<file path="config.mk">
export PLATFORM = sky130hd
export DESIGN_NAME = uart_apb_slave
export DESIGN_NICKNAME = d
export VERILOG_FILES = /design/src/rtl/uart_apb_slave_pkg.sv /design/src/rtl/uart_apb_decode.sv /design/src/rtl/uart_apb_slave.sv
export SDC_FILE = /design/constraint.sdc
export NUM_CORES = 1
export LEC_CHECK = 0
export CORE_MARGIN = 2
export CORE_UTILIZATION = 28
export DETAILED_ROUTE_END_ITERATION = 8
export PLACE_DENSITY = 0.75
export SYNTH_ARGS = -nofsm -noshare
export SYNTH_HDL_FRONTEND = slang
export SYNTH_HIERARCHICAL = 1
export SYNTH_SLANG_ARGS = --single-unit
</file>
<file path="constraint.sdc">
create_clock -name clk_i -period 1.7 [get_ports clk_i]
set_input_delay 0.34 -clock clk_i [delete_from_list [all_inputs] [get_ports clk_i]]
set_output_delay 0.34 -clock clk_i [all_outputs]
set_load 0.01 [all_outputs]
</file>
<file path="src/rtl/uart_apb_slave_pkg.sv">
// rtl/uart_apb_slave_pkg.sv - register map, FSM encoding and address constants for the UART APB completer
//
// Purpose : definitions used by the APB completer and the register bank.
// Contents: word indices of the UART registers, FSM state type,
//           the low-address field layout used by the legality check.

package uart_apb_slave_pkg;

    // Word index (paddr[4:2]) of each register in the bank.
    localparam logic [2:0] REG_CONTROL = 3'd0;
    localparam logic [2:0] REG_STATUS  = 3'd1;
    localparam logic [2:0] REG_DIVISOR = 3'd2;
    localparam logic [2:0] REG_TXDATA  = 3'd3;
    localparam logic [2:0] REG_RXDATA  = 3'd4;

    // Address bits [4:0] are the only ones that may be nonzero, and of those
    // only the word-index bits [4:2].
    localparam int unsigned ADDR_FIELD_W  = 5;
    localparam logic [4:0]  ADDR_IDX_MASK = 5'b1_1100;

    localparam logic [3:0] STRB_ALL = 4'hF;

    typedef enum logic [2:0] {
        ST_IDLE     = 3'd0,
        ST_WR_ACC   = 3'd1,
        ST_RD_ISSUE = 3'd2,
        ST_RD_DATA  = 3'd3,
        ST_ERR_ACC  = 3'd4
    } apb_state_e;

endpackage

</file>
<file path="src/rtl/uart_apb_decode.sv">
// rtl/uart_apb_decode.sv - combinational legality check of an APB setup phase
//
// Purpose: decides whether a transfer may reach the register bank and
//          extracts the word index.
// Ports  : paddr_i  - byte address
//          pwrite_i - 1 = write
//          pstrb_i  - write byte strobes
//          legal_o  - transfer is legal
//          index_o  - word index paddr_i[4:2]

module uart_apb_decode
    import uart_apb_slave_pkg::*;
#(
    parameter int ADDR_W = 12
) (
    input  logic [ADDR_W-1:0] paddr_i,
    input  logic              pwrite_i,
    input  logic [3:0]        pstrb_i,
    output logic              legal_o,
    output logic [2:0]        index_o
);

    logic upper_zero;
    logic aligned;
    logic in_map;
    logic dir_ok;
    logic strb_ok;

    always_comb begin
        index_o    = paddr_i[4:2];
        upper_zero = (paddr_i[ADDR_W-1:ADDR_FIELD_W] == '0);
        aligned    = ((paddr_i[ADDR_FIELD_W-1:0] & ~ADDR_IDX_MASK) == 5'b0);
        in_map     = (index_o <= REG_RXDATA);

        // TXDATA is write-only, RXDATA is read-only.
        if (pwrite_i) begin
            dir_ok = (index_o != REG_RXDATA);
        end else begin
            dir_ok = (index_o != REG_TXDATA);
        end

        // TXDATA only needs its low byte; the full-width registers must be
        // written whole so the bank never sees a partial update.
        strb_ok = 1'b1;
        if (pwrite_i) begin
            if (index_o == REG_TXDATA) begin
                strb_ok = pstrb_i[0];
            end else begin
                strb_ok = (pstrb_i == STRB_ALL);
            end
        end

        legal_o = upper_zero & aligned & in_map & dir_ok & strb_ok;
    end

endmodule

</file>
<file path="src/rtl/uart_apb_slave.sv">
// rtl/uart_apb_slave.sv - APB3 completer issuing single-cycle strobes to the UART register bank
//
// Purpose: turns each accepted APB transfer into exactly one ctrl_wr_o or
//          ctrl_rd_o strobe; illegal accesses complete with pslverr_o.
// Ports  : clk_i, rst_n_i (async active-low)
//          psel_i, penable_i, pwrite_i, paddr_i, pwdata_i, pstrb_i - APB request
//          prdata_o, pready_o, pslverr_o                          - APB response
//          ctrl_wr_o, ctrl_rd_o, ctrl_addr_o, ctrl_data_o          - bank request
//          ctrl_rdata_i - bank read data, valid one cycle after ctrl_rd_o

module uart_apb_slave
    import uart_apb_slave_pkg::*;
#(
    parameter int ADDR_W = 12,
    parameter int DATA_W = 32
) (
    input  logic              clk_i,
    input  logic              rst_n_i,
    input  logic              psel_i,
    input  logic              penable_i,
    input  logic              pwrite_i,
    input  logic [ADDR_W-1:0] paddr_i,
    input  logic [DATA_W-1:0] pwdata_i,
    input  logic [3:0]        pstrb_i,
    output logic [DATA_W-1:0] prdata_o,
    output logic              pready_o,
    output logic              pslverr_o,
    output logic              ctrl_wr_o,
    output logic              ctrl_rd_o,
    output logic [2:0]        ctrl_addr_o,
    output logic [DATA_W-1:0] ctrl_data_o,
    input  logic [DATA_W-1:0] ctrl_rdata_i
);

    apb_state_e        state_q, state_d;
    logic [2:0]        ctrl_addr_q, ctrl_addr_d;
    logic [DATA_W-1:0] ctrl_data_q, ctrl_data_d;

    logic       setup;
    logic       legal;
    logic [2:0] index;

    assign setup = psel_i & ~penable_i;

    uart_apb_decode #(
        .ADDR_W (ADDR_W)
    ) u_decode (
        .paddr_i  (paddr_i),
        .pwrite_i (pwrite_i),
        .pstrb_i  (pstrb_i),
        .legal_o  (legal),
        .index_o  (index)
    );

    always_ff @(posedge clk_i or negedge rst_n_i) begin
        if (!rst_n_i) begin
            state_q     <= ST_IDLE;
            ctrl_addr_q <= '0;
            ctrl_data_q <= '0;
        end else begin
            state_q     <= state_d;
            ctrl_addr_q <= ctrl_addr_d;
            ctrl_data_q <= ctrl_data_d;
        end
    end

    // Next state. A stray access phase in IDLE (penable without setup) is not
    // a setup, so it never starts a transfer.
    always_comb begin
        state_d     = state_q;
        ctrl_addr_d = ctrl_addr_q;
        ctrl_data_d = ctrl_data_q;
        unique case (state_q)
            ST_IDLE: begin
                if (setup) begin
                    ctrl_addr_d = index;
                    ctrl_data_d = pwdata_i;
                    if (!legal) begin
                        state_d = ST_ERR_ACC;
                    end else if (pwrite_i) begin
                        state_d = ST_WR_ACC;
                    end else begin
                        state_d = ST_RD_ISSUE;
                    end
                end
            end
            // The read strobe is already out this cycle; an abort only skips
            // the data phase, so no second strobe can follow.
            ST_RD_ISSUE: state_d = psel_i ? ST_RD_DATA : ST_IDLE;
            ST_WR_ACC,
            ST_RD_DATA,
            ST_ERR_ACC:  state_d = ST_IDLE;
            default:     state_d = ST_IDLE;
        endcase
    end

    // Outputs decoded from state only, so an asynchronous reset clears them
    // immediately and strobes last exactly one cycle.
    always_comb begin
        ctrl_wr_o   = 1'b0;
        ctrl_rd_o   = 1'b0;
        pready_o    = 1'b0;
        pslverr_o   = 1'b0;
        prdata_o    = '0;
        ctrl_addr_o = ctrl_addr_q;
        ctrl_data_o = ctrl_data_q;
        unique case (state_q)
            ST_WR_ACC: begin
                ctrl_wr_o = 1'b1;
                pready_o  = 1'b1;
            end
            ST_RD_ISSUE: begin
                ctrl_rd_o = 1'b1;
            end
            ST_RD_DATA: begin
                pready_o = 1'b1;
                prdata_o = ctrl_rdata_i;
            end
            ST_ERR_ACC: begin
                pready_o  = 1'b1;
                pslverr_o = 1'b1;
            end
            default: begin
            end
        endcase
    end

endmodule

</file>
== Word level (Yosys, flattened, before mapping) ==
Index checks and enable logic that the tools add are counted.

* Latch bits: 0
* Output and inout port bits: 71
* Word-level logic and storage cells: 37
* Input port bits: 85
* Bits in writable memories: 0
* Memories kept: 0
* Register bits: 38
* Bits in read-only memories: 0

* Magnitude comparators: 1
* Reduce and logical (&&, ||, !) cells: 5
* Bitwise gates (word level): 6
* Multipliers: 0
* Shifts and indexed selects: 0
* Eq/ne operators: 9
* Multiplexer cells: 13
* Add/subtract/negate cells: 0
* Divide/modulo/power cells: 0

{| class="wikitable"
|+ Operators by type and width
! operator !! count
|-
| 2-to-1 mux 32 bit || 1
|-
| == test 3 x 2 -> 1 bit (second input constant) || 3
|-
| logical NOT 7 bit || 1
|-
| 2-to-1 mux 1 bit || 7
|-
| 2-to-1 mux 3 bit || 2
|-
| one-hot mux 3 bit (2 select lines) || 1
|-
| AND 1 bit || 5
|-
| logical NOT 5 bit || 1
|-
| == test 4 bit (second input constant) || 1
|-
| 2-to-1 mux 2 bit || 2
|-
| == test 3 x 1 -> 1 bit (second input constant) || 1
|-
| == test 3 bit (second input constant) || 1
|-
| less-or-equal comparator 3 bit (second input constant) || 1
|-
| logical NOT 3 bit || 1
|-
| inequality test 3 x 2 -> 1 bit (second input constant) || 1
|-
| inequality test 3 bit (second input constant) || 1
|-
| OR reduction 3 bit || 1
|-
| inequality test 2 bit (second input constant) || 1
|-
| AND reduction 2 bit || 1
|-
| inverter 1 bit || 1
|}

== Logic depth before layout (Yosys ltp) ==
Gate-level depths: netlist of the first run.

* Word-level depth: 8
* Gate-level depth with buffers: 5

== Hierarchy ==
The synthesis of the first run kept the hierarchy.

{| class="wikitable"
|+ Modules (own cells, without submodules)
! module !! sequential area each (um^2) !! times used !! cells an instance !! area an instance (um^2)
|-
| uart_apb_slave || 950.9 || 1 || 129 || 1700.4
|-
| uart_apb_decode || 0.0 || 1 || 14 || 87.6
|}

== Worst setup path before layout of the first run ==
OpenSTA, ideal clock, no wires.

* Path type: register to register
* From: register state_q[0]
* To: register ctrl_data_q[0], in the netlist ctrl_data_o[0]
* Path buffers: 1
* Library setup time: 0.125 ns
* Data arrival time: 1.506 ns
* Setup slack: 0.069 ns
* Stages on the path, launching flop included: 4
* Cell sequence: dfrtp_1 -> nor4_4 -> buf_6 -> mux2_2

* Cells in the longest elaborated chain, start to end: 2

{| class="wikitable"
|+ RTL lines
! item !! line !! source
|-
| from (decl) || uart_apb_slave.sv:35 || <nowiki>apb_state_e state_q, state_d;</nowiki>
|-
| from (signal assigned) || uart_apb_slave.sv:61 || <nowiki>state_q <= state_d;</nowiki>
|-
| logical NOT 3 bit || uart_apb_slave.sv:73 || <nowiki>unique case (state_q)</nowiki>
|-
| AND reduction 2 bit (no line) || - ||
|-
| to (signal assigned) || uart_apb_slave.sv:63 || <nowiki>ctrl_data_q <= ctrl_data_d;</nowiki>
|-
| to (decl) || uart_apb_slave.sv:37 || <nowiki>logic [DATA_W-1:0] ctrl_data_q, ctrl_data_d;</nowiki>
|}

Every way passes these cells.
A chain may end at the register's enable or synchronous reset.

== Final worst setup path of the first run ==
* From: register state_q[2]
* To: output prdata_o[4]

* Cells in the longest elaborated chain, start to end: 2

{| class="wikitable"
|+ RTL lines
! item !! line !! source
|-
| == test 3 x 2 -> 1 bit || uart_apb_slave.sv:107 || <nowiki>unique case (state_q)</nowiki>
|-
| 2-to-1 mux 32 bit || uart_apb_slave.sv:107 ||
|-
| to (decl) || uart_apb_slave.sv:25 || <nowiki>output logic [DATA_W-1:0] prdata_o,</nowiki>
|}

Every way passes these cells.

==> flow_summary.html, run 1 <==
<table>
<tr><th>Metric</th><th>Value</th></tr>
<tr><th colspan="2">Placed design</th></tr>
<tr><td>Place WS</td><td>-259.1 ps</td></tr>
<tr><td>Number of buffer cells added on primary ports</td><td>155</td></tr>
<tr><td>Placed Cells incl. Taps</td><td>381</td></tr>
<tr><td>Detailed Place HPWL</td><td>4.340 mm</td></tr>
<tr><td>Routability cong.</td><td>0.7425</td></tr>
<tr><th colspan="2">Run</th></tr>
<tr><td>MaxCap Viol Count</td><td>0</td></tr>
<tr><th colspan="2">Logic synthesis</th></tr>
<tr><td>Total nets after synthesis</td><td>228</td></tr>
<tr><td>Yosys warnings</td><td>6</td></tr>
<tr><td>Number of cells produced by synthesis</td><td>143</td></tr>
<tr><td>Total of flip-flops plus latches after synthesis</td><td>38</td></tr>
<tr><td>Library cells used by synthesis</td><td>22</td></tr>
<tr><td>Top post-synthesis cells by area</td><td>sky130_fd_sc_hd__dfrtp_1 53%, sky130_fd_sc_hd__mux2_2 21%, sky130_fd_sc_hd__and2_1 11%</td></tr>
<tr><td>Syn_area_per_cell</td><td>12.50 um^2</td></tr>
<tr><td>Post-synthesis sequential area ratio</td><td>0.5318</td></tr>
<tr><td>Area of the mapped netlist</td><td>1788 um^2</td></tr>
<tr><td>Cell taking the most area after synthesis</td><td>sky130_fd_sc_hd__dfrtp_1</td></tr>
<tr><td>Area share of the largest cell type after synthesis</td><td>0.5318</td></tr>
<tr><th colspan="2">Power</th></tr>
<tr><td>Power after layout</td><td>2.689 mW</td></tr>
<tr><td>Standby leakage power</td><td>1.644 nW</td></tr>
<tr><td>VDD IR max</td><td>615.0 uV</td></tr>
<tr><td>Pwr/cell area</td><td>722.8 nW/um^2</td></tr>
<tr><th colspan="2">Global route</th></tr>
<tr><td>First-pass GRT wire length</td><td>8.569 mm</td></tr>
<tr><td>Initial antenna violation count</td><td>0</td></tr>
<tr><td>Largest net degree at the start of global routing</td><td>23</td></tr>
<tr><td>Total overflow reported by the global router</td><td>0</td></tr>
<tr><td>Vias in the first global route</td><td>1826</td></tr>
<tr><td>Gr usage total</td><td>0.1533</td></tr>
<tr><th colspan="2">Finish</th></tr>
<tr><td>Post-Layout Cell Count</td><td>392</td></tr>
<tr><td>Antenna cell count</td><td>0</td></tr>
<tr><td>Final net count</td><td>399</td></tr>
<tr><td>Area Overhead vs Synth</td><td>108.0%</td></tr>
<tr><td>Utilization after layout</td><td>0.5926</td></tr>
<tr><td>Share of final-layout standard cells stronger than drive strength 1</td><td>0.4000</td></tr>
<tr><th colspan="2">Floorplanning</th></tr>
<tr><td>Number of I/O pins</td><td>156</td></tr>
<tr><td>Core outline area</td><td>6277 um^2</td></tr>
<tr><td>Height of the die</td><td>83.91 um</td></tr>
<tr><td>Number of cell rows</td><td>29</td></tr>
<tr><td>Die width</td><td>83.91 um</td></tr>
<tr><td>Starting Density</td><td>0.2848</td></tr>
<tr><td>Overall die area</td><td>7041 um^2</td></tr>
<tr><th colspan="2">Routing</th></tr>
<tr><td>Routed Antenna Nets</td><td>0</td></tr>
<tr><td>Drt total wl</td><td>5.437 mm</td></tr>
<tr><td>Per-cell routed wire length</td><td>13.87 um</td></tr>
<tr><td>Ratio of routed vias to standard cells</td><td>4.393</td></tr>
<tr><td>Total via count after detailed routing</td><td>1722</td></tr>
<tr><td>Count of TritonRoute iterations in the first routing pass</td><td>2</td></tr>
<tr><td>First DRT Iteration DRCs</td><td>28</td></tr>
<tr><td>DRC violation count after routing</td><td>0</td></tr>
<tr><th colspan="2">Timing</th></tr>
<tr><td>Setup-failing EPs final</td><td>32</td></tr>
<tr><td>Fin Clk Skew</td><td>6.046 ps</td></tr>
<tr><td>Relative slew margins</td><td>0.7623</td></tr>
<tr><td>Final Max Slew Viols</td><td>0</td></tr>
<tr><td>Minimum clock period</td><td>1860 ps</td></tr>
<tr><td>Crit path setup slack, layout</td><td>-160.5 ps</td></tr>
<tr><td>RSZ-0062 raised after global routing</td><td>true</td></tr>
<tr><td>Minimum hold slack</td><td>492.5 ps</td></tr>
<tr><td>Share of the clock period used by the worst path after layout</td><td>1.094</td></tr>
<tr><td>Final Hold Fails</td><td>0</td></tr>
<tr><td>Worst Tran Pin Value</td><td>356.5 ps</td></tr>
<tr><td>Max frequency</td><td>537.5 MHz</td></tr>
<tr><th colspan="2">CTS</th></tr>
<tr><td>Number of clock sinks seen by CTS</td><td>38</td></tr>
<tr><td>Buffer levels on the longest clock path</td><td>2</td></tr>
<tr><td>Clock root buffer</td><td>sky130_fd_sc_hd__clkbuf_8</td></tr>
<tr><td>TritonCTS clock tree</td><td>yes</td></tr>
<tr><td>Number of buffers added for setup after CTS</td><td>0</td></tr>
<tr><td>Clk Latency, worst-skew pair</td><td>280 ps</td></tr>
<tr><td># H-tree levels</td><td>2</td></tr>
<tr><td>TritonCTS Buffers</td><td>5</td></tr>
<tr><td>Clock slew at reported path FFs</td><td>80 ps</td></tr>
<tr><th colspan="2">Setup path</th></tr>
<tr><td>Critical path startpoint category</td><td>flop</td></tr>
<tr><td>Critical path launch point</td><td>state_q[2]</td></tr>
<tr><td>Arrival time of data at the critical path endpoint</td><td>1520 ps</td></tr>
<tr><td>Highest fanout seen on the critical path</td><td>8</td></tr>
<tr><td>Nature of the critical path endpoint</td><td>primary output</td></tr>
<tr><td>Critical path type</td><td>flop to primary output</td></tr>
<tr><td>Reg2Reg Launch Point</td><td>state_q[0]</td></tr>
<tr><td>Worst path required time</td><td>1360 ps</td></tr>
<tr><th colspan="2">Status</th></tr>
<tr><td>Result of the run</td><td>finished, violations left</td></tr>
<tr><td>Failing checks</td><td>negative setup slack</td></tr>
<tr><th colspan="2">Hold path</th></tr>
<tr><td>Tightest Hold Check Type</td><td>input pin to async pin</td></tr>
</table>
==> sequential cells by signal, indices dropped and copies added (netlist names) <==
signal       count
state_q          3
ctrl_data_o     32
ctrl_addr_o      3
==> logic make-up after synthesis <==
group | count (synthesis) | share of synthesized area
AND/OR/NAND/NOR | 50 | 0.1784
flip-flops | 38 | 0.5318
multiplexers | 35 | 0.2204
buffers and inverters | 14 | 0.04828
AO/OA/AOI/OAI | 6 | 0.02099
==> metrics by stage <==
step / area, um^2 / TNS [ps]
final: 3720 / -4714
after global routing: 3720 / -7145
after CTS: 3556 / -5429
after detailed placement: 3488 / -14350
after global placement: 3488 / -13430
after floorplan: 1788 / 0
==> cell usage after synthesis <==
library cell and n:
sky130_fd_sc_hd__o21ai_0 1, sky130_fd_sc_hd__nor4_4 1, sky130_fd_sc_hd__dfrtp_1 38, sky130_fd_sc_hd__a21oi_1 1, sky130_fd_sc_hd__nor2b_1 1, sky130_fd_sc_hd__nand3_1 1, sky130_fd_sc_hd__nor4_2 1, sky130_fd_sc_hd__buf_6 3
sky130_fd_sc_hd__nand4_1 1, sky130_fd_sc_hd__nand2_1 3, sky130_fd_sc_hd__or2b_1 1, sky130_fd_sc_hd__a311oi_1 1, sky130_fd_sc_hd__nor3_1 4, sky130_fd_sc_hd__and2_1 32, sky130_fd_sc_hd__mux2_1 2, sky130_fd_sc_hd__clkbuf_1 3
sky130_fd_sc_hd__buf_4 3, sky130_fd_sc_hd__nand2b_4 1, sky130_fd_sc_hd__inv_1 5, sky130_fd_sc_hd__mux2_2 33, sky130_fd_sc_hd__a31oi_1 3, sky130_fd_sc_hd__nor2_1 4
==> area by class of cell <==
cell class              instances  area [um^2]
repair buffers                173         1713
multi-input cells              91        832.0
well taps                      77        96.34
inverters                       5        18.77
flip-flops and latches         38        950.9
clock buffers                   5        68.82
fillers                       538         2557
clock inverters                 3        40.04
==> cell usage in the layout (no fill, tap or decap) <==
cell                                n
sky130_fd_sc_hd__dlygate4sd2_1      1
sky130_fd_sc_hd__and2_1             5
sky130_fd_sc_hd__o21ai_1            1
sky130_fd_sc_hd__inv_1              5
sky130_fd_sc_hd__nand2b_4           1
sky130_fd_sc_hd__a311oi_2           1
sky130_fd_sc_hd__buf_4             11
sky130_fd_sc_hd__buf_2              8
sky130_fd_sc_hd__nor2_4             1
sky130_fd_sc_hd__dlygate4sd3_1      1
sky130_fd_sc_hd__nor3_1             4
sky130_fd_sc_hd__and2_4            27
sky130_fd_sc_hd__a31oi_1            3
sky130_fd_sc_hd__buf_12             1
sky130_fd_sc_hd__mux2_1             2
sky130_fd_sc_hd__dfrtp_1           38
sky130_fd_sc_hd__nor2_1             3
sky130_fd_sc_hd__buf_6             32
sky130_fd_sc_hd__clkbuf_8           5
sky130_fd_sc_hd__nand4_1            1
sky130_fd_sc_hd__clkbuf_2           1
sky130_fd_sc_hd__nor4_2             1
sky130_fd_sc_hd__clkdlybuf4s50_1  116
sky130_fd_sc_hd__or2b_1             1
sky130_fd_sc_hd__bufinv_16          1
sky130_fd_sc_hd__nor2b_1            1
sky130_fd_sc_hd__nand3_1            1
sky130_fd_sc_hd__a21oi_1            1
sky130_fd_sc_hd__mux2_2            33
sky130_fd_sc_hd__nor4_4             1
sky130_fd_sc_hd__nand2_1            3
sky130_fd_sc_hd__clkinv_2           2
sky130_fd_sc_hd__dlymetal6s2s_1     2
==> worst paths after layout <==
path	to	slack, ps	cells after the start
max in group asynchronous	ctrl_data_o[14]	710	3
min in group clk_i	ctrl_data_o[16]	500	1
worst max register to register	ctrl_data_o[14]	80	4
worst min register to register	ctrl_data_o[16]	500	1
worst max-delay path	prdata_o[4]	-160	5
worst min-delay path	ctrl_addr_o[1]	490	2
==> per-layer routing <==
metal	GRT usage	wire, um	vias to the layer above
met5	0	0	-
met4	0.03959	40	0
met3	0.06231	548	4
met2	0.2640	2720	107
met1	0.1768	2128	793
li1	-	-	818
==> what timing repair did <==
action,CTS,global route
pin swaps,0,31
resized for setup,123,88
cloned,1,1
setup endpoints to repair,36,50
endpoints found under the hold margin,14,0
hold buffers,1,0
==> report_power, final <==
group / internal (mW) / total [mW] / switching (mW)
clock network: 0.432 / 0.745 / 0.313
logic: 0.559 / 0.817 / 0.258
registers: 1.05 / 1.13 / 0.0736
==> critical path: stages, from the launching register on <==
cell and delay, ps:
sky130_fd_sc_hd__dfrtp_1 380, sky130_fd_sc_hd__or2b_1 270, sky130_fd_sc_hd__nor2_4 200, sky130_fd_sc_hd__buf_6 150
sky130_fd_sc_hd__and2_1 120, sky130_fd_sc_hd__buf_2 120
(Power assumes the default switching activity.)
==> inputs of run 2 (changes only) <==
--- a/config.mk
+++ b/config.mk
@@ -6,9 +6,9 @@
 export NUM_CORES = 1
 export LEC_CHECK = 0
 export CORE_MARGIN = 2
-export CORE_UTILIZATION = 28
+export CORE_UTILIZATION = 34
 export DETAILED_ROUTE_END_ITERATION = 8
-export PLACE_DENSITY = 0.75
+export PLACE_DENSITY = 0.85
 export SYNTH_ARGS = -nofsm -noshare
 export SYNTH_HDL_FRONTEND = slang
 export SYNTH_HIERARCHICAL = 1
==> constraint.sdc (replaced) <==
create_clock -name clk_i -period 2.3 [get_ports clk_i]
set_input_delay 0.46 -clock clk_i [delete_from_list [all_inputs] [get_ports clk_i]]
set_output_delay 0.46 -clock clk_i [all_outputs]
set_load 0.01 [all_outputs]
==> run 2 against run 1 <==
The flow now finishes without violations. Total power decreased by 31%. Clock skew decreased by 0.84 ps. Cell area decreased by 6.0%. Hold slack got worse by 210 ps. Sequential cell count unchanged. First-iteration DRC count increased by 64%. Setup slack improved by 250 ps. Via count decreased by 1.8%. Non-clock buffer count decreased by 7. Utilization increased by 9.7 points. Wire length decreased by 0.24%. Count of clock-buffer cells in the layout increased by 1.
==> flow_summary.html, run 2 (same netlist as run 1, synthesis figures left out) <==
<table>
<tr><th>Metric</th><th>Value</th></tr>
<tr><th colspan="2">Status</th></tr>
<tr><td>Result of the run</td><td>finished, final reports clean</td></tr>
<tr><th colspan="2">Timing</th></tr>
<tr><td>Final Max Slew Viols</td><td>0 (unchanged)</td></tr>
<tr><td>Fin Clk Skew</td><td>5.207 ps (-0.8392 ps)</td></tr>
<tr><td>Relative slew margins</td><td>0.4294 (-0.3329)</td></tr>
<tr><td>Minimum hold slack</td><td>284.6 ps (-207.8 ps)</td></tr>
<tr><td>TNS Setup</td><td>0 ps (+4714 ps)</td></tr>
<tr><td>RSZ-0062 raised after global routing</td><td>false</td></tr>
<tr><td>Minimum clock period</td><td>2206 ps</td></tr>
<tr><td>Worst Tran Pin Value</td><td>855.9 ps (+499.4 ps)</td></tr>
<tr><td>Share of the clock period used by the worst path after layout</td><td>0.9593</td></tr>
<tr><td>Max frequency</td><td>453.2 MHz</td></tr>
<tr><td>Crit path setup slack, layout</td><td>93.52 ps (+254.0 ps)</td></tr>
<tr><td>Final Hold Fails</td><td>0 (unchanged)</td></tr>
<tr><td>Setup-failing EPs final</td><td>0 (-100%)</td></tr>
<tr><th colspan="2">CTS</th></tr>
<tr><td>Buffer levels on the longest clock path</td><td>2 (unchanged)</td></tr>
<tr><td>TritonCTS Buffers</td><td>5 (unchanged)</td></tr>
<tr><td>Clock slew at reported path FFs</td><td>70 ps (about the same)</td></tr>
<tr><td>Hold-fix buffers at CTS</td><td>0 (-1)</td></tr>
<tr><td>Clk Latency, worst-skew pair</td><td>280 ps (about the same)</td></tr>
<tr><td>Number of clock sinks seen by CTS</td><td>38 (unchanged)</td></tr>
<tr><td># H-tree levels</td><td>2 (unchanged)</td></tr>
<tr><td>Clock root buffer</td><td>sky130_fd_sc_hd__clkbuf_8</td></tr>
<tr><td>TritonCTS clock tree</td><td>yes</td></tr>
<tr><th colspan="2">Floorplanning</th></tr>
<tr><td>Overall die area</td><td>5855 um^2 (-17%)</td></tr>
<tr><td>Number of cell rows</td><td>26 (-10%)</td></tr>
<tr><td>Number of I/O pins</td><td>156 (unchanged)</td></tr>
<tr><td>Height of the die</td><td>76.52 um (-8.8%)</td></tr>
<tr><td>Die width</td><td>76.52 um (-8.8%)</td></tr>
<tr><td>Starting Density</td><td>0.3523 (+0.06749)</td></tr>
<tr><td>Core outline area</td><td>5075 um^2 (-19%)</td></tr>
<tr><th colspan="2">Global route</th></tr>
<tr><td>Largest net degree at the start of global routing</td><td>39 (+70%)</td></tr>
<tr><td>First-pass GRT wire length</td><td>8.763 mm (+2.3%)</td></tr>
<tr><td>Vias in the first global route</td><td>1719 (-5.9%)</td></tr>
<tr><td>Gr usage total</td><td>0.1888 (+0.03553)</td></tr>
<tr><td>Initial antenna violation count</td><td>0 (unchanged)</td></tr>
<tr><td>Total overflow reported by the global router</td><td>0 (unchanged)</td></tr>
<tr><th colspan="2">Finish</th></tr>
<tr><td>Register cell area after layout</td><td>950.9 um^2 (unchanged)</td></tr>
<tr><td>Most frequent cells in the layout</td><td>122 x sky130_fd_sc_hd__clkdlybuf4s50_1, 38 x sky130_fd_sc_hd__dfrtp_1, 33 x sky130_fd_sc_hd__mux2_2</td></tr>
<tr><td>FILL cells</td><td>413 (-23%)</td></tr>
<tr><td>Antenna cell count</td><td>0 (unchanged)</td></tr>
<tr><td>Multi-input gate area</td><td>758.2 um^2 (-8.9%)</td></tr>
<tr><td>Share of final-layout standard cells stronger than drive strength 1</td><td>0.1857 (-0.2143)</td></tr>
<tr><td>Area Overhead vs Synth</td><td>95.66%</td></tr>
<tr><td>Max FFs per register</td><td>32 (unchanged)</td></tr>
<tr><td>Final net count</td><td>392 (-1.8%)</td></tr>
<tr><td>Most common library cell in the layout ignoring fill and taps</td><td>sky130_fd_sc_hd__clkdlybuf4s50_1</td></tr>
<tr><th colspan="2">Routing</th></tr>
<tr><td>DRC violation count after routing</td><td>0 (unchanged)</td></tr>
<tr><td>Ratio of routed vias to standard cells</td><td>4.485 (+2.1%)</td></tr>
<tr><td>First DRT Iteration DRCs</td><td>46 (+64%)</td></tr>
<tr><td>Total via count after detailed routing</td><td>1691 (-1.8%)</td></tr>
<tr><td>Count of TritonRoute iterations in the first routing pass</td><td>4 (+2)</td></tr>
<tr><td>Routed Antenna Nets</td><td>0 (unchanged)</td></tr>
<tr><td>Per-cell routed wire length</td><td>14.39 um (+3.7%)</td></tr>
<tr><td>Drt total wl</td><td>5.424 mm (-0.24%)</td></tr>
<tr><th colspan="2">Power</th></tr>
<tr><td>Relative contribution of the clock network to total power</td><td>0.231 (-0.046)</td></tr>
<tr><td>Total internal power</td><td>1.393 mW (-32%)</td></tr>
<tr><td>Switching Power</td><td>0.4595 mW (-29%)</td></tr>
<tr><td>Standby leakage power</td><td>1.583 nW (-3.7%)</td></tr>
<tr><td>Power after layout</td><td>1.852 mW (-31%)</td></tr>
<tr><td>Relative contribution of sequential cells to total power</td><td>0.450 (+0.031)</td></tr>
<tr><td>Switching share of total power</td><td>0.2481 (+0.008167)</td></tr>
<tr><td>VDD IR max</td><td>385.9 uV (-37%)</td></tr>
<tr><td>Pwr/cell area</td><td>529.5 nW/um^2 (-27%)</td></tr>
<tr><td>Combinational share of power</td><td>0.319 (+0.015)</td></tr>
<tr><th colspan="2">Setup path</th></tr>
<tr><td>Flop2flop setup slack</td><td>690 ps (+610 ps)</td></tr>
<tr><td>Highest fanout seen on the critical path</td><td>8 (unchanged)</td></tr>
<tr><td>Critical path startpoint category</td><td>flop</td></tr>
<tr><td>Arrival time of data at the critical path endpoint</td><td>1750 ps (+230 ps)</td></tr>
<tr><td>Critical path launch point</td><td>state_q[2]</td></tr>
<tr><td>Worst path required time</td><td>1840 ps (+480 ps)</td></tr>
<tr><td>RR Endpoint</td><td>ctrl_data_o[24]</td></tr>
<tr><td>Worst R2R Path Depth</td><td>5 (+1)</td></tr>
<tr><td>Critical path type</td><td>flop to primary output</td></tr>
<tr><td>Reg2Reg Launch Point</td><td>state_q[2]</td></tr>
<tr><td>Nature of the critical path endpoint</td><td>primary output</td></tr>
<tr><th colspan="2">Hold path</th></tr>
<tr><td>Tightest Hold Check Type</td><td>input pin to async pin</td></tr>
<tr><th colspan="2">Placed design</th></tr>
<tr><td>Routability cong.</td><td>0.7529 (+1.4%)</td></tr>
<tr><td>Place WS</td><td>99.75 ps (+358.8 ps)</td></tr>
<tr><td>Number of buffer cells added on primary ports</td><td>155 (unchanged)</td></tr>
<tr><td>Detailed Place HPWL</td><td>4.182 mm (-3.6%)</td></tr>
<tr><th colspan="2">Run</th></tr>
<tr><td>MaxCap Viol Count</td><td>0 (unchanged)</td></tr>
</table>
[run 2: cell types whose count changed in the layout (fill, tap and decap cells not counted), moves of 3 or more]
cell                              before  now
sky130_fd_sc_hd__and2_1                5   32
sky130_fd_sc_hd__and2_4               27    0
sky130_fd_sc_hd__buf_2                 8    1
sky130_fd_sc_hd__buf_4                11    8
sky130_fd_sc_hd__buf_6                32    2
sky130_fd_sc_hd__clkdlybuf4s50_1     116  122
sky130_fd_sc_hd__dlygate4sd2_1         1   29
[run 2: critical path, cell delays in order (launching register included)]
cell	delay, ps
sky130_fd_sc_hd__dfrtp_1	390
sky130_fd_sc_hd__or2b_1	280
sky130_fd_sc_hd__nor2_4	140
sky130_fd_sc_hd__buf_4	130
sky130_fd_sc_hd__buf_4	140
sky130_fd_sc_hd__and2_1	120
sky130_fd_sc_hd__dlygate4sd2_1	270
[run 2: worst max-delay path by stage]
stage | depth (start not counted) | slack [ps] | to
final | 6 | 90 | prdata_o[8]
after global placement | 5 | 170 | prdata_o[17]
after detailed placement | 5 | 100 | prdata_o[12]
after floorplan | 4 | 570 | prdata_o[10]
after CTS | 6 | 20 | prdata_o[12]
after global routing | 6 | 4 | prdata_o[20]
[run 2: stage by stage]
stage,utilization,instances,instance area (um^2)
finish,0.6893,377,3498
global route,0.6893,377,3498
floorplan,-,143,1788
CTS,0.6891,376,3497
global placement,0.6723,365,3412
detailed placement,0.6723,365,3412
[run 2: layout make-up]
class	count	area share
tap	70	0.02504
clock inverter	1	0.002146
timing repair buffer	166	0.4582
clock buffer	6	0.02074
inverter	5	0.005365
multi-input combinational	91	0.2167
sequential	38	0.2718
[run 2: layer usage]
layer	vias up	share of wire	GRT usage
li1	805	-	-
met1	803	0.38	0.2144
met2	81	0.53	0.3327
met3	2	0.087	0.08057
met4	0	0.0024	0.03636
met5	-	0	0
[run 2: power groups by stage]
stage	Combinational (mW)	Clock, mW	Sequential, mW
floorplan	0.135	0	0.898
global placement	0.586	0	0.840
detailed placement	0.596	0	0.849
CTS	0.599	0.455	0.836
global route	0.629	0.486	0.851
finish	0.591	0.429	0.833
[run 2: timing repair]
item                                    4_1_cts  5_1_grt
setup buffers                                 2        1
gates resized for setup                      38        5
gates cloned                                  2        0
endpoints found under the setup margin       32       12
pin swaps                                     1        0
